**src/rtl/pit_pkg.sv**
```systemverilog
// Shared encodings for the 8254-style timer bus controller: address map,
// read/write-mode field values, select codes and counter mode numbers.
package pit_pkg;

    localparam logic [1:0] ADDR_CW     = 2'd3;

    localparam logic [1:0] RW_LATCH    = 2'b00;
    localparam logic [1:0] RW_LSB      = 2'b01;
    localparam logic [1:0] RW_MSB      = 2'b10;
    localparam logic [1:0] RW_BOTH     = 2'b11;

    localparam logic [1:0] SC_READBACK = 2'b11;

    localparam logic [2:0] MODE0 = 3'd0;
    localparam logic [2:0] MODE1 = 3'd1;
    localparam logic [2:0] MODE2 = 3'd2;
    localparam logic [2:0] MODE3 = 3'd3;
    localparam logic [2:0] MODE4 = 3'd4;
    localparam logic [2:0] MODE5 = 3'd5;

    // Codes 110/111 are aliases of modes 2 and 3 on the real part.
    function automatic logic [2:0] norm_mode(input logic [2:0] m);
        logic [2:0] r;
        case (m)
            3'b110:  r = MODE2;
            3'b111:  r = MODE3;
            default: r = m;
        endcase
        return r;
    endfunction

endpackage

```
**src/rtl/pit_cnt_regs.sv**
```systemverilog
// Per-counter programming state: rw/mode/bcd, count bytes, byte toggles, latch.
// Latency: load/cw pulses and register updates one cycle after the strobe; rd_byte is combinational.
// Backpressure: none, every strobe is accepted on the cycle it arrives.
module pit_cnt_regs
    import pit_pkg::*;
(
    input  logic        clk,
    input  logic        rst,
    input  logic        cw_wr,
    input  logic        latch_cmd,
    input  logic        data_wr,
    input  logic        rd,
    input  logic [7:0]  din,
    input  logic [15:0] cur,
    output logic [7:0]  msb,
    output logic [7:0]  lsb,
    output logic [2:0]  mode,
    output logic        bcd,
    output logic        load,
    output logic        cw_pulse,
    output logic [7:0]  rd_byte
);

    logic [1:0]  rw;
    logic        wr_tog;
    logic        rd_tog;
    logic        latch_vld;
    logic [15:0] latch;
    logic [15:0] src;

    assign src = latch_vld ? latch : cur;

    always_comb begin
        rd_byte = 8'h00;
        case (rw)
            RW_LSB:  rd_byte = src[7:0];
            RW_MSB:  rd_byte = src[15:8];
            RW_BOTH: rd_byte = rd_tog ? src[15:8] : src[7:0];
            default: rd_byte = 8'h00;
        endcase
    end

    always_ff @(posedge clk or posedge rst) begin
        if (rst) begin
            rw        <= RW_LATCH;
            mode      <= MODE0;
            bcd       <= 1'b0;
            msb       <= 8'h00;
            lsb       <= 8'h00;
            wr_tog    <= 1'b0;
            rd_tog    <= 1'b0;
            latch_vld <= 1'b0;
            latch     <= 16'h0000;
            load      <= 1'b0;
            cw_pulse  <= 1'b0;
        end else begin
            load     <= 1'b0;
            cw_pulse <= 1'b0;
            if (cw_wr) begin
                rw        <= din[5:4];
                mode      <= norm_mode(din[3:1]);
                bcd       <= din[0];
                wr_tog    <= 1'b0;
                rd_tog    <= 1'b0;
                latch_vld <= 1'b0;
                cw_pulse  <= 1'b1;
            end else if (latch_cmd) begin
                // First latch holds until its final byte has been read.
                if (!latch_vld) begin
                    latch     <= cur;
                    latch_vld <= 1'b1;
                end
            end else if (data_wr) begin
                case (rw)
                    RW_LSB: begin
                        lsb  <= din;
                        msb  <= 8'h00;
                        load <= 1'b1;
                    end
                    RW_MSB: begin
                        msb  <= din;
                        lsb  <= 8'h00;
                        load <= 1'b1;
                    end
                    RW_BOTH: begin
                        if (!wr_tog) begin
                            lsb    <= din;
                            wr_tog <= 1'b1;
                        end else begin
                            msb    <= din;
                            wr_tog <= 1'b0;
                            load   <= 1'b1;
                        end
                    end
                    default: ;
                endcase
            end else if (rd) begin
                case (rw)
                    RW_LSB, RW_MSB: latch_vld <= 1'b0;
                    RW_BOTH: begin
                        rd_tog <= ~rd_tog;
                        if (rd_tog) latch_vld <= 1'b0;
                    end
                    default: ;
                endcase
            end
        end
    end

endmodule

```
**src/rtl/pit_rw_ctrl.sv**
```systemverilog
// Bus-side read/write and control-word controller for a three-counter 8254-style timer.
// Latency: dout, count registers and load/cw pulses all update on the edge sampling the strobe.
// Backpressure: none; a write wins over a simultaneous read, which is dropped with dout held.
module pit_rw_ctrl
    import pit_pkg::*;
#(
    parameter int N_CNT = 3,
    parameter int CNT_W = 16
) (
    input  logic                   clk,
    input  logic                   rst,
    input  logic                   wr_en,
    input  logic                   rd_en,
    input  logic [1:0]             addr,
    input  logic [7:0]             din,
    output logic [7:0]             dout,
    input  logic [N_CNT*CNT_W-1:0] cnt_cur,
    output logic [N_CNT*8-1:0]     cnt_msb,
    output logic [N_CNT*8-1:0]     cnt_lsb,
    output logic [N_CNT*3-1:0]     cnt_mode,
    output logic [N_CNT-1:0]       cnt_bcd,
    output logic [N_CNT-1:0]       cnt_load,
    output logic [N_CNT-1:0]       cnt_cw_wr
);

    logic               wr_cw;
    logic               cw_is_latch;
    logic [N_CNT*8-1:0] rd_bus;
    logic [7:0]         rd_sel;

    assign wr_cw       = wr_en && (addr == ADDR_CW) && (din[7:6] != SC_READBACK);
    assign cw_is_latch = (din[5:4] == RW_LATCH);

    for (genvar i = 0; i < N_CNT; i++) begin : g_cnt
        logic sel_cw;
        assign sel_cw = wr_cw && (din[7:6] == 2'(i));

        pit_cnt_regs u_regs (
            .clk       (clk),
            .rst       (rst),
            .cw_wr     (sel_cw && !cw_is_latch),
            .latch_cmd (sel_cw && cw_is_latch),
            .data_wr   (wr_en && (addr == 2'(i))),
            .rd        (rd_en && !wr_en && (addr == 2'(i))),
            .din       (din),
            .cur       (cnt_cur[i*CNT_W +: CNT_W]),
            .msb       (cnt_msb[i*8 +: 8]),
            .lsb       (cnt_lsb[i*8 +: 8]),
            .mode      (cnt_mode[i*3 +: 3]),
            .bcd       (cnt_bcd[i]),
            .load      (cnt_load[i]),
            .cw_pulse  (cnt_cw_wr[i]),
            .rd_byte   (rd_bus[i*8 +: 8])
        );
    end

    always_comb begin
        rd_sel = 8'h00;
        for (int i = 0; i < N_CNT; i++) begin
            if (addr == 2'(i)) rd_sel = rd_bus[i*8 +: 8];
        end
    end

    always_ff @(posedge clk or posedge rst) begin
        if (rst) begin
            dout <= 8'h00;
        end else if (rd_en && !wr_en) begin
            dout <= (addr == ADDR_CW) ? 8'h00 : rd_sel;
        end
    end

endmodule

```
**config.mk**
```make
export PLATFORM = sky130hd
export DESIGN_NAME = pit_rw_ctrl
export DESIGN_NICKNAME = d
export VERILOG_FILES = /design/src/rtl/pit_pkg.sv /design/src/rtl/pit_cnt_regs.sv /design/src/rtl/pit_rw_ctrl.sv
export SDC_FILE = /design/constraint.sdc
export NUM_CORES = 1
export LEC_CHECK = 0
export CAP_MARGIN = 20
export CORE_MARGIN = 10
export CORE_UTILIZATION = 54
export CTS_BUF_LIST = sky130_fd_sc_hd__clkbuf_2 sky130_fd_sc_hd__clkbuf_4 sky130_fd_sc_hd__clkbuf_8
export DETAILED_ROUTE_END_ITERATION = 16
export PLACE_DENSITY = 0.82
export SYNTH_ARGS = -nofsm -noshare
export SYNTH_HDL_FRONTEND = slang
export SYNTH_HIERARCHICAL = 1
export SYNTH_SLANG_ARGS = --single-unit
```
**constraint.sdc**
```tcl
create_clock -name clk -period 2 [get_ports clk]
set_clock_uncertainty 0.15 [all_clocks]
set_input_delay 0.3 -clock clk [delete_from_list [all_inputs] [get_ports clk]]
set_output_delay 0.3 -clock clk [all_outputs]
set_load 0.02 [all_outputs]
```
Word level (Yosys, flattened, before mapping)
Index checks and enable logic that the tools add are counted.
Widths: inputs -> output; s select.

storage, ports and cells
  logic and storage cells = 232
  input bits = 62
  output and inout bits = 74
  register bits after elaboration = 137

operators by class
  bitwise logic cells = 9
  equality and inequality tests = 35
  reduce and logical (&&, ||, !) cells = 62
  multiplexer cells = 92

operators by type and width
  operator            number
  $pmux 8 s3          9
  $mux 8              13
  $mux 1              60
  $mux 16             3
  $reduce_and 5->1    6
  $reduce_and 4->1    6
  $eq 2x2->1 const B  9
  $logic_and 1x1->1   18
  $ne 2x1->1 const B  9
  $reduce_bool 2->1   9
  $reduce_bool 3->1   6
  $ne 4x1->1 const B  3
  $pmux 1 s2          6
  $reduce_bool 4->1   3
  $eq 2x1->1 const B  5
  $ne 3x1->1 const B  3
  $not 1->1           9
  $reduce_and 3->1    3
  $ne 2x2->1 const B  4
  $eq 3x3->1 const B  2
  $logic_not 2->1     3
  $pmux 3 s2          1
  $reduce_and 2->1    3
  $reduce_or 2->1     3
  $logic_not 1->1     2

Longest topological paths before layout
Gate-level depths: netlist of run 1.

  depth after elaboration = 7
  mapped depth = 8
  mapped depth without buffers = 8

Modules after synthesis
Netlist of run 1, hierarchy kept.

by module, submodules not included
  module        area an instance (um2)  instances  cells each  seq. area each (um2)
  pit_cnt_regs  2,179.6                 3          185         1,076.0
  pit_rw_ctrl   616.8                   1          76          200.2

Least setup slack after synthesis of run 1
No wires, ideal clock.

  path kind = input to register
  start = in din[7]
  end = reg g_cnt[0].u_regs.latch[0]
  stages on the path = 5
  arrival = 1.975 ns
  setup slack = -0.250 ns
  library setup time = 0.125 ns
  path buffers = 1
  required time = 1.725 ns
  cell sequence = or3b_2 nor2_1 nor3b_4 buf_6 mux2_2

between the ends
  longest elaborated chain between the ends = 6
  elaborated cells on any way between the ends = 8
  those cells by class = 1 x eq/ne; 1 x bitwise; 6 x reduce/logical

ends and longest elaborated chain
  element                              RTL line            source
  start: declaration                   pit_rw_ctrl.sv:15   input logic [7:0] din,
  $ne 2x2->1                           pit_rw_ctrl.sv:31   assign wr_cw = wr_en && (addr == ADDR_CW) && (din[7:6] != SC_READBACK);
  $logic_and 1x1->1                    pit_rw_ctrl.sv:31
  $logic_and 1x1->1 *                  pit_rw_ctrl.sv:36   assign sel_cw = wr_cw && (din[7:6] == 2'(i));
  $logic_and 1x1->1                    pit_rw_ctrl.sv:41   .cw_wr (sel_cw && !cw_is_latch),
  $not 1->1 (no source line)           --
  $reduce_and 2->1 (no source line) *  --
  end signal: assignment               pit_cnt_regs.sv:70  latch <= cur;
  end: declaration                     pit_cnt_regs.sv:28  logic [15:0] latch;

Mark *: on every way between the ends. The rest lies on a longest branch, timed or not.
A chain may end at the register's enable or synchronous reset.

Final worst setup path of run 1
  start = reg g_cnt[0].u_regs.rw[0]
  end = reg dout[1]

between the ends
  longest elaborated chain between the ends = 6
  elaborated cells on any way between the ends = 8
  those cells by class = 3 x eq/ne; 5 x mux

ends and longest elaborated chain
  element                                          RTL line            source
  start: declaration                               pit_cnt_regs.sv:24  logic [1:0] rw;
  start signal: assignment                         pit_cnt_regs.sv:60  rw <= din[5:4];
  $eq 2x2->1 / $eq 2x1->1 (equally long branches)  pit_cnt_regs.sv:35  case (rw)
  $pmux 8 s3 *                                     pit_cnt_regs.sv:35
  named net rd_bus[1]                              pit_rw_ctrl.sv:28   logic [N_CNT*8-1:0] rd_bus;
  $mux 8 * (3 in series)                           pit_rw_ctrl.sv:60   if (addr == 2'(i)) rd_sel = rd_bus[i*8 +: 8];
  $mux 8 *                                         pit_rw_ctrl.sv:68   dout <= (addr == ADDR_CW) ? 8'h00 : rd_sel;
  end signal: assignment                           pit_rw_ctrl.sv:68
  end: declaration                                 pit_rw_ctrl.sv:16   output logic [7:0] dout,

The timed path passes the listed nets; every way through them passes the cells marked *.

==> results of run 1 <==
[registers in the layout (all words and copies together) (netlist names)]
register                cells
dout                        8
g_cnt.u_regs/bcd            3
g_cnt.u_regs/rw             6
g_cnt.u_regs/latch         48
g_cnt.u_regs/wr_tog         3
g_cnt.u_regs/rd_tog         3
g_cnt.u_regs/latch_vld      3
g_cnt.u_regs/cw_pulse       3
g_cnt.u_regs/mode           9
g_cnt.u_regs/load           3
g_cnt.u_regs/lsb           24
g_cnt.u_regs/msb           24
[where the power goes]
group	switching (mW)	internal (mW)	leakage, nW
logic	2.36	2.33	2.44
registers	0.629	3.59	1.75
clock network	1.06	1.83	0.247
total	4.05	7.75	4.44
[path summary, 6_finish.rpt]
kind / slack [ps] / start / cells after the start / endpoint
max: 10 / g_cnt[0].u_regs/rw[0]$_DFFE_PP0P_ / 8 / dout[1]$_DFFE_PP0P_
min: 50 / rst / 2 / dout[5]$_DFFE_PP0P_
max reg2reg: 10 / g_cnt[0].u_regs/rw[0]$_DFFE_PP0P_ / 8 / dout[1]$_DFFE_PP0P_
min reg2reg: 350 / g_cnt[2].u_regs/latch[7]$_DFFE_PP0P_ / 1 / g_cnt[2].u_regs/latch[7]$_DFFE_PP0P_
max in group asynchronous: 1290 / rst / 3 / g_cnt[0].u_regs/lsb[2]$_DFFE_PP0P_
min in group clk: 180 / addr[1] / 4 / dout[2]$_DFFE_PP0P_
[cells in the final DEF (no fill, tap or decap), types with 5 or more instances in the layout]
cell type	n
nor2b_1	31
mux2_4	6
bufinv_16	7
o21ai_0	33
buf_12	10
mux2_2	123
clkbuf_8	20
inv_1	40
clkdlybuf4s50_1	128
mux2i_1	35
dlymetal6s2s_1	5
nand3b_1	8
nand2_1	57
a21oi_2	5
a21oi_1	38
or2_2	7
buf_4	42
dfrtp_1	137
nor2_1	20
ha_1	9
[cell families (layout without fill, tap and decap cells)]
kind of cell | count (synthesis) | after routing | synth area share
DFF | 137 | 137 | 0.479
other | 0 | 2 | 0
xor gates and xnor gates | 6 | 6 | 0.00735
adders and majority gates | 15 | 15 | 0.0262
muxes | 164 | 164 | 0.252
buffers and inverters | 67 | 259 | 0.0448
and+or+nand+nor | 159 | 159 | 0.130
AOI/OAI and AO/OA | 83 | 83 | 0.0610
[layout make-up]
class | count | area [sq um] | area share
multi-input cells | 427 | 3570 | 0.365
flip-flops and latches | 137 | 3430 | 0.351
repair buffers | 188 | 1890 | 0.193
clock buffers | 20 | 275 | 0.0282
clock inverters | 11 | 241 | 0.0247
well taps | 172 | 215 | 0.0220
inverters | 40 | 150 | 0.0154
diodes | 2 | 5.00 | 0.000512
[layer usage]
| metal | global-route usage | part of all wire | up-vias | wire length, um |
|---|---|---|---|---|
| met5 | 0 | 0 | - | 0 |
| met2 | 0.347 | 0.49 | 174 | 9490 |
| met1 | 0.262 | 0.43 | 2693 | 8250 |
| met3 | 0.0697 | 0.067 | 29 | 1310 |
| met4 | 0.0801 | 0.016 | 0 | 314 |
| li1 | - | - | 2504 | - |
[critical path: stages, from the launching register on]
cell	delay (ps)
dfrtp_1	430
inv_1	100
ha_1	230
a21o_4	160
nand2_1	60
a21oi_1	250
mux2i_1	120
or2_2	280
a21oi_1	130
[through the flow]
| step | area (sq um) | util | power [mW] | setup TNS (ps) |
|---|---|---|---|---|
| floorplan | 7210 | - | 6.63 | -268 |
| global placement | 9110 | 0.713 | 8.60 | -42340 |
| detailed placement | 9110 | 0.713 | 8.77 | -49970 |
| CTS | 9670 | 0.757 | 11.8 | 0 |
| global route | 9770 | 0.765 | 12.4 | -105 |
| finish | 9770 | 0.765 | 11.8 | 0 |
[timing repair]
action / CTS / global route
pin swaps: 2 / 3
resized for setup: 8 / 21
setup endpoints to repair: 34 / 86
buffers inserted: 2 / 1
==> key figures, run 1 <==
Status
  • Outcome: finished clean

Yosys
  • FF+latch count, synth: ~140
  • Post-Synthesis Cell Area: 0.00716 sq mm
  • Post-synthesis sequential area ratio: 0.479
  • Cell accounting for the most synthesized area: dfrtp_1
  • Top-area cell type share of the netlist area: 0.479
  • Avg Cell Area, Syn: between 10 and 15 sq um
  • EDFF count, synth: 0
  • Yosys warning total: 6
  • Async SR Flop Fraction: 1.00
  • Most common cell in the synthesized netlist: dfrtp_1
  • Post-Synthesis Cells: between 600 and 700
  • Leading post-synthesis cells by cell area: dfrtp_1 (48%), mux2_2 (20%), mux2i_1 (4.9%)
  • Synth cell count leaders: dfrtp_1 (137), mux2_2 (129), nand2_1 (57), a21oi_1 (43), inv_1 (40)
  • Syn_nets: roughly 700
  • Post-synth cell types: 36
  • Primary FF master, synth: dfrtp_1

Clock tree
  • Hold_buf cts: 0
  • H-tree levels: 4
  • Inserted Clock Buffers: 17
  • Root buffer cell: clkbuf_8
  • Clk Latency, worst-skew pair: around 450 ps
  • Worst-case clock buffer depth: 2
  • Clock Sinks: between 100 and 150
  • Reg clk slew, reported paths: about 70 ps
  • CTS tree: built

Min path
  • Hold WC Path Type: in2async

Timing
  • Maximum clock frequency: 503 MHz
  • Fin crit period: 1990 ps
  • Ratio of final minimum period to clock period: 0.994
  • Fin. Hold Viols: 0
  • Min Hold Slack: about 48 ps
  • Max Slew Vio Count: 0
  • RSZ-0062 raised after global routing: yes
  • Worst slew margin: 0.621
  • Final setup fails: 0
  • Final worst slack: around 12 ps
  • Actual slew at the worst max-slew pin: roughly 570 ps

Detailed routing
  • Antenna violation net count after detailed routing: 0
  • Pre-antenna DRT Iters: 5
  • DR iter-0 viols: 360
  • Post-DR vias/cell: around 5.4
  • Vias: 5400
  • Routed Wire Length: 19400 um
  • DRC violations left: 0
  • Avg WL per Cell: slightly below 20 um

Worst setup path
  • Worst-path fanout max: 8
  • Path type of the worst setup path: reg2reg
  • CP arrival: roughly 2200 ps
  • Critical Path Sink Type: register
  • Crit start category: register
  • CP required: between 2000 and 2500 ps

Die
  • FP Rows: 41
  • Die H: around 140 um
  • Ports: 136
  • Chip width: 135 um
  • Die area: roughly 0.018 sq mm
  • Core Footprint: 0.0128 sq mm
  • Starting density of the core: 0.560

Place
  • PortBufs: around 140
  • Placer Congestion: 0.846
  • Setup WS pre-CTS: -533 ps
  • DP Cell Count: between 900 and 1000
  • HPWL Detailed: 14000 um

GRT
  • Remaining global-route overflow: 0
  • All-Layer GR Usage: 0.214
  • Largest net degree at the start of global routing: 44
  • First-pass GRT wire length: between 30000 and 40000 um
  • Antenna violations before repair: 1
  • Vias in the first global route: a little under 6000

Final layout
  • Layout net count: just under 900
  • Post-Layout Cell Count: 997
  • Layout cells sized above 1: 0.307
  • P&R area growth vs syn: 36.5%
  • # fillers: roughly 800

Run
  • Max Cap Viol: 0

Power and ir drop
  • Leakage: between 4 and 5 nW
  • Maximum VDD drop: about 0.85 mV
  • PwrDens: 1210 mW/mm^2
Power figures use the tool's default switching activity.
==> inputs of run 2 (changes only) <==
Settings changed: CORE_UTILIZATION 54 to 49, PLACE_DENSITY 0.82 to 0.79.
Clock period 2 ns to 1.65 ns, I/O delays scaled along.
==> run 2 against run 1 <==
Cell count is 4.4% higher. Largest power group unchanged. Largest cell class unchanged. Cell area is 6.0% higher. Power is 19% higher. First-iteration DRC count is 15% lower. The run now ends with setup timing left. Global-route usage is 2.1 points lower. Critical path depth is 1 higher. Setup slack worse by 260 ps.
==> key figures, run 2 (synthesis results as in run 1) <==
Status
  • Outcome: finished, violations left
  • Violated checks: setup timing

Min path
  • Worst hold path cell count: 4
  • Hold WC Path Type: in2reg

Timing
  • Fin. Hold Viols: 0 (unchanged)
  • Fin crit period: 1900 ps (-92.4 ps)
  • Final worst slack: -245 ps (-258 ps)
  • Worst slew margin: 0.708 (+0.0861)
  • Maximum clock frequency: 528 MHz (+4.9%)
  • RSZ-0062 raised after global routing: yes
  • TNS Setup: -4020 ps (-4020 ps)
  • Final setup fails: 67 (+67)
  • Max Slew Vio Count: 0 (unchanged)
  • Actual slew at the worst max-slew pin: 433 ps (-135 ps)
  • Ratio of final minimum period to clock period: 1.15 (+0.155)

Die
  • FP Rows: 44 (+7.3%)
  • Die H: 141 um (+4.2%)
  • Ports: 136 (unchanged)
  • Starting density of the core: 0.496 (-0.0641)
  • Chip width: 141 um (+4.2%)
  • Die area: 0.0198 sq mm (+8.7%)
  • Core Footprint: 0.0144 sq mm (+13%)

Worst setup path
  • Critical path's largest stage delay: 440 ps (about the same)
  • CP arrival: 2130 ps (-70 ps)
  • Worst r2r path cells: 9 (+1)
  • CP required: 1880 ps (-340 ps)
  • Crit-path most repeated cell: a21oi_2
  • Critical Path Sink Type: register
  • Crit start category: register
  • Crit-path cells: buf_6 -> inv_8 -> ha_4 -> a21o_4 -> nand2_2 -> a21oi_2 -> mux2i_1 -> or2_4 -> a21oi_2
  • Worst-path fanout max: 8 (unchanged)
  • Path type of the worst setup path: reg2reg
  • Critical path's slowest cell: dfrtp_1

Final layout
  • Final instance area: 0.0104 sq mm (+6.0%)
  • Most flop-heavy register: g_cnt.u_regs/latch
  • Biggest regs: g_cnt.u_regs/latch x48, g_cnt.u_regs/lsb x24, g_cnt.u_regs/msb x24
  • Antenna Diode Count: 0 (-2)
  • Layout net count: 922 (+3.8%)
  • Util after Layout: 0.718 (-0.0472)
  • Post-Layout Cell Count: 1041 (+4.4%)
  • Commonest non-fill, non-tap cells in the layout: dfrtp_1 (137), mux2_2 (88), dlygate4sd2_1 (76)
  • Layout cells sized above 1: 0.386 (+0.0788)
  • P&R area growth vs syn: 44.7%
  • Max reg flops: 48 (unchanged)
  • Commonest non-fill, non-tap cell in the layout: dfrtp_1

GRT
  • Remaining global-route overflow: 0 (unchanged)
  • All-Layer GR Usage: 0.194 (-0.0208)
  • Vias in the first global route: 5964 (+1.2%)
  • First-pass GRT wire length: 31200 um (+0.78%)
  • Largest net degree at the start of global routing: 44 (unchanged)
  • Antenna violations before repair: 0 (-1)

Clock tree
  • Root buffer cell: clkbuf_8
  • CTS tree: built
  • Worst-case clock buffer depth: 2 (unchanged)
  • Clk Latency, worst-skew pair: 440 ps (about the same)
  • Clock Sinks: 137 (unchanged)
  • H-tree levels: 4 (unchanged)
  • Reg clk slew, reported paths: 80 ps (about the same)
  • Inserted Clock Buffers: 17 (unchanged)

Place
  • HPWL Detailed: 13900 um (-0.63%)
  • Placer Congestion: 0.883 (+4.4%)
  • DP Cell Count: 987 (+2.7%)
  • Post-Place Cell Area: 0.00935 sq mm (+2.6%)
  • Setup WS pre-CTS: -808 ps (-276 ps)
  • PortBufs: 135 (unchanged)

Detailed routing
  • Avg WL per Cell: 19.3 um (-0.46%)
  • Post-DR vias/cell: 5.38 (-0.70%)
  • DRC violations left: 0 (unchanged)
  • Vias: 5599 (+3.7%)
  • Antenna violation net count after detailed routing: 0 (unchanged)
  • Routed Wire Length: 20100 um (+3.9%)
  • Pre-antenna DRT Iters: 6 (+1)
  • DR iter-0 viols: 307 (-15%)

Power and ir drop
  • PwrDens: 1360 mW/mm^2 (+12%)
  • Maximum VDD drop: 1.06 mV (+25%)
  • Leakage: 4.84 nW (+9.1%)

Run
  • Max Cap Viol: 0 (unchanged)
run 2: layout make-up:
cell class              instances  area (sq um)
fillers                       967          4070
flip-flops and latches        137          3430
clock inverters                11           170
repair buffers                222          2120
clock buffers                  20           275
inverters                      40           160
multi-input cells             427          3970
well taps                     184           230
run 2: what timing repair did:
item,CTS,global route
setup endpoints to repair,192,99
setup buffers,17,10
pin swaps,26,23
resized for setup,158,52
cloned,1,1
hold buffers,1,0
hold endpoints to repair,1,0
run 2: per-layer routing:
layer	global-route usage	routed length, um	vias up
met5	0	0	-
met4	0.0668	357	0
met3	0.0487	1010	29
met2	0.331	10500	148
met1	0.232	8230	2831
li1	-	-	2591
run 2: final timing paths:
check | startpoint | end | slack [ps]
worst max register to register | g_cnt[0].u_regs/rw[0]$_DFFE_PP0P_ | dout[1]$_DFFE_PP0P_ | -250
worst min register to register | g_cnt[2].u_regs/lsb[1]$_DFFE_PP0P_ | g_cnt[2].u_regs/lsb[1]$_DFFE_PP0P_ | 350
worst max-delay path | g_cnt[0].u_regs/rw[0]$_DFFE_PP0P_ | dout[1]$_DFFE_PP0P_ | -250
worst min-delay path | din[7] | g_cnt[1].u_regs/msb[7]$_DFFE_PP0P_ | 100
max in group asynchronous | rst | g_cnt[0].u_regs/lsb[1]$_DFFE_PP0P_ | 360
min in group asynchronous | rst | g_cnt[1].u_regs/cw_pulse$_DFF_PP0_ | 550
run 2: power breakdown:
part,switching [mW],internal [mW]
sequential,0.712,4.35
clock,1.31,1.76
combinational,3.10,2.80
total,5.12,8.91
run 2: metrics by stage:
step | total power [mW] | hold WS (ps)
6_report | 14.0 | 95.3
5_1_grt | 14.7 | 94.4
4_1_cts | 13.8 | 165
3_5_place_dp | 10.8 | 341
3_3_place_gp | 10.6 | 333
2_1_floorplan | 8.15 | -86.8
run 2: critical path: cells and delay by family, from the launching register on:
kind / cells / cell delay (ps)
AND/OR/NAND/NOR: 2 / 340
AO/OA/AOI/OAI: 3 / 440
buffers and inverters: 2 / 210
multiplexers: 1 / 120
adder cells (fa/ha/maj): 1 / 130
flip-flops: 1 / 440
==> inputs of run 3 (changes only) <==
Settings changed: GPL_TIMING_DRIVEN set to 0.
==> run 3 against run 2 <==
The flow still finishes with violations (setup timing). Sequential share of layout area up 0.85 points. Sequential power about the same. Setup slack worse by 57 ps. Utilization down 1.8 points. Non-clock buffer count decreased by 17. Critical path depth did not move. Highest routed layer unchanged.
==> key figures, run 3 (synthesis results as in run 1) <==
Status
  • Outcome: finished, violations left
  • Violated checks: setup timing

Timing
  • Final worst slack: -303 ps (-57.4 ps)
  • Ratio of final minimum period to clock period: 1.18 (+0.0348)
  • Fin crit period: 1950 ps (+57.4 ps)
  • RSZ-0062 raised after global routing: yes
  • Actual slew at the worst max-slew pin: 924 ps (+491 ps)
  • Fin. Hold Viols: 0 (unchanged)
  • Max Slew Vio Count: 0 (unchanged)
  • Worst slew margin: 0.383 (-0.324)
  • Final setup fails: 81 (+21%)
  • Maximum clock frequency: 512 MHz (-2.9%)
  • Min Hold Slack: 13.9 ps (-81.3 ps)

Place
  • Placer Congestion: 0.888 (+0.53%)
  • HPWL Detailed: 14000 um (+0.48%)
  • DP Cell Count: 949 (-3.9%)
  • PortBufs: 134 (-0.74%)

Worst setup path
  • Path type of the worst setup path: reg2reg
  • CP arrival: 2190 ps (+60 ps)
  • CP required: 1880 ps (about the same)
  • Critical Path Sink Type: register
  • Crit start category: register
  • Worst-path fanout max: 5 (-3)

Detailed routing
  • Vias: 5500 (-1.8%)
  • Pre-antenna DRT Iters: 5 (-1)
  • Antenna violation net count after detailed routing: 0 (unchanged)
  • Routed Wire Length: 20500 um (+2.0%)
  • Avg WL per Cell: 20.0 um (+3.7%)
  • DRC violations left: 0 (unchanged)
  • DR iter-0 viols: 341 (+11%)
  • Post-DR vias/cell: 5.37 (-0.14%)

Final layout
  • Most flop-heavy register: g_cnt.u_regs/latch
  • Layout cells sized above 1: 0.377 (-0.00885)
  • Area taken by multi-input logic gates: 0.00393 sq mm (-0.88%)
  • Register area: 0.00343 sq mm (about the same)
  • P&R area growth vs syn: 41.1%
  • Max reg flops: 48 (unchanged)
  • Biggest regs: g_cnt.u_regs/latch x48, g_cnt.u_regs/lsb x24, g_cnt.u_regs/msb x24
  • Antenna Diode Count: 0 (unchanged)
  • Commonest non-fill, non-tap cell in the layout: dfrtp_1
  • Commonest non-fill, non-tap cells in the layout: dfrtp_1 (136), mux2_2 (101), dlygate4sd2_1 (70)
  • Post-Layout Cell Count: 1024 (-1.6%)
  • # fillers: 1024 (+5.9%)
  • Layout net count: 905 (-1.8%)

Clock tree
  • Reg clk slew, reported paths: 80 ps (about the same)
  • Root buffer cell: clkbuf_8
  • Worst-case clock buffer depth: 2 (unchanged)
  • Inserted Clock Buffers: 17 (unchanged)
  • Clock Sinks: 137 (unchanged)
  • Clk Latency, worst-skew pair: 450 ps (about the same)
  • CTS tree: built
  • H-tree levels: 4 (unchanged)

Power and ir drop
  • Leakage: 4.71 nW (-2.7%)
  • Power Total: 13.8 mW (-1.5%)
  • Maximum VDD drop: 0.933 mV (-12%)
  • PwrDens: 1370 mW/mm^2 (+0.98%)

GRT
  • Antenna violations before repair: 1 (+1)
  • Remaining global-route overflow: 0 (unchanged)
  • Largest net degree at the start of global routing: 44 (unchanged)
  • First-pass GRT wire length: 31200 um (+0.20%)
  • Vias in the first global route: 5795 (-2.8%)
  • All-Layer GR Usage: 0.197 (+0.00304)

Min path
  • Hold WC Path Type: in2reg

Die
  • FP Rows: 44 (unchanged)
  • Die H: 141 um (unchanged)
  • Ports: 136 (unchanged)
  • Die area: 0.0198 sq mm (unchanged)
  • Core Footprint: 0.0144 sq mm (unchanged)
  • Starting density of the core: 0.496 (unchanged)
  • Chip width: 141 um (unchanged)

Run
  • Max Cap Viol: 0 (unchanged)
run 3: cell types whose count changed in the layout (fill, tap and decap cells not counted), moves of 4 or more:
cell,previous run,this run
inv_2,4,8
mux2_2,88,101
nand2_1,49,56
mux2_4,41,28
buf_4,60,33
nand2_2,8,0
dlygate4sd2_1,76,70
buf_12,11,2
buf_6,13,23
run 3: per-stage QoR:
| step | setup WS (ps) | cell area (sq um) | util | TNS, ps |
|---|---|---|---|---|
| 5_1_grt | -341 | 10100 | 0.700 | -10430 |
| 4_1_cts | -287 | 9720 | 0.674 | -9640 |
| 2_1_floorplan | -309 | 7360 | - | -20570 |
| 6_report | -303 | 10100 | 0.700 | -7540 |
| 3_5_place_dp | -1340 | 8930 | 0.619 | -160000 |
| 3_3_place_gp | -1330 | 8930 | 0.619 | -241850 |
run 3: area by class of cell:
type | instances | area share
multi-input cells | 427 | 0.389
flip-flops and latches | 137 | 0.340
repair buffers | 183 | 0.165
clock buffers | 20 | 0.0273
plain buffers | 22 | 0.0234
well taps | 184 | 0.0228
clock inverters | 11 | 0.0166
inverters | 40 | 0.0154
run 3: per-layer routing:
layer	vias to the layer above	track usage	wire, um
li1	2553	-	-
met2	182	0.339	10600
met5	-	0	0
met1	2735	0.233	8480
met4	0	0.0603	375
met3	30	0.0544	1080
run 3: path summary, 6_finish.rpt:
path | from | endpoint | depth (start not counted) | slack (ps)
setup / recovery | g_cnt[1].u_regs/rw[0]$_DFFE_PP0P_ | dout[5]$_DFFE_PP0P_ | 9 | -300
hold / removal | din[4] | g_cnt[1].u_regs/rw[0]$_DFFE_PP0P_ | 3 | 10
setup reg to reg | g_cnt[1].u_regs/rw[0]$_DFFE_PP0P_ | dout[5]$_DFFE_PP0P_ | 9 | -300
min in group asynchronous | rst | dout[4]$_DFFE_PP0P_ | 2 | 150
hold reg to reg | g_cnt[0].u_regs/latch[1]$_DFFE_PP0P_ | g_cnt[0].u_regs/latch[1]$_DFFE_PP0P_ | 1 | 360
max in group asynchronous | rst | g_cnt[0].u_regs/rw[1]$_DFFE_PP0P_ | 2 | 340
run 3: critical path, stage by stage (launching register included):
cell and delay [ps]:
dfrtp_1 400, ha_2 200, buf_6 100, nor2b_4 180
buf_4 130, o21ai_0 60, a21oi_1 170, mux2i_1 120
or2_1 240, a21oi_2 130
run 3: power breakdown:
part	switching [mW]	internal [mW]	total [mW]
Clock	1.32	1.76	3.08
Combinational	3.09	2.60	5.69
Sequential	0.700	4.34	5.04
run 3: repair_timing:
item / 4_1_cts / 5_1_grt
resized for setup: 157 / 82
setup buffers: 33 / 11
endpoints found under the hold margin: 6 / 7
hold buffers: 2 / 2
cloned: 2 / 1
pin swaps: 24 / 32
setup endpoints to repair: 210 / 120
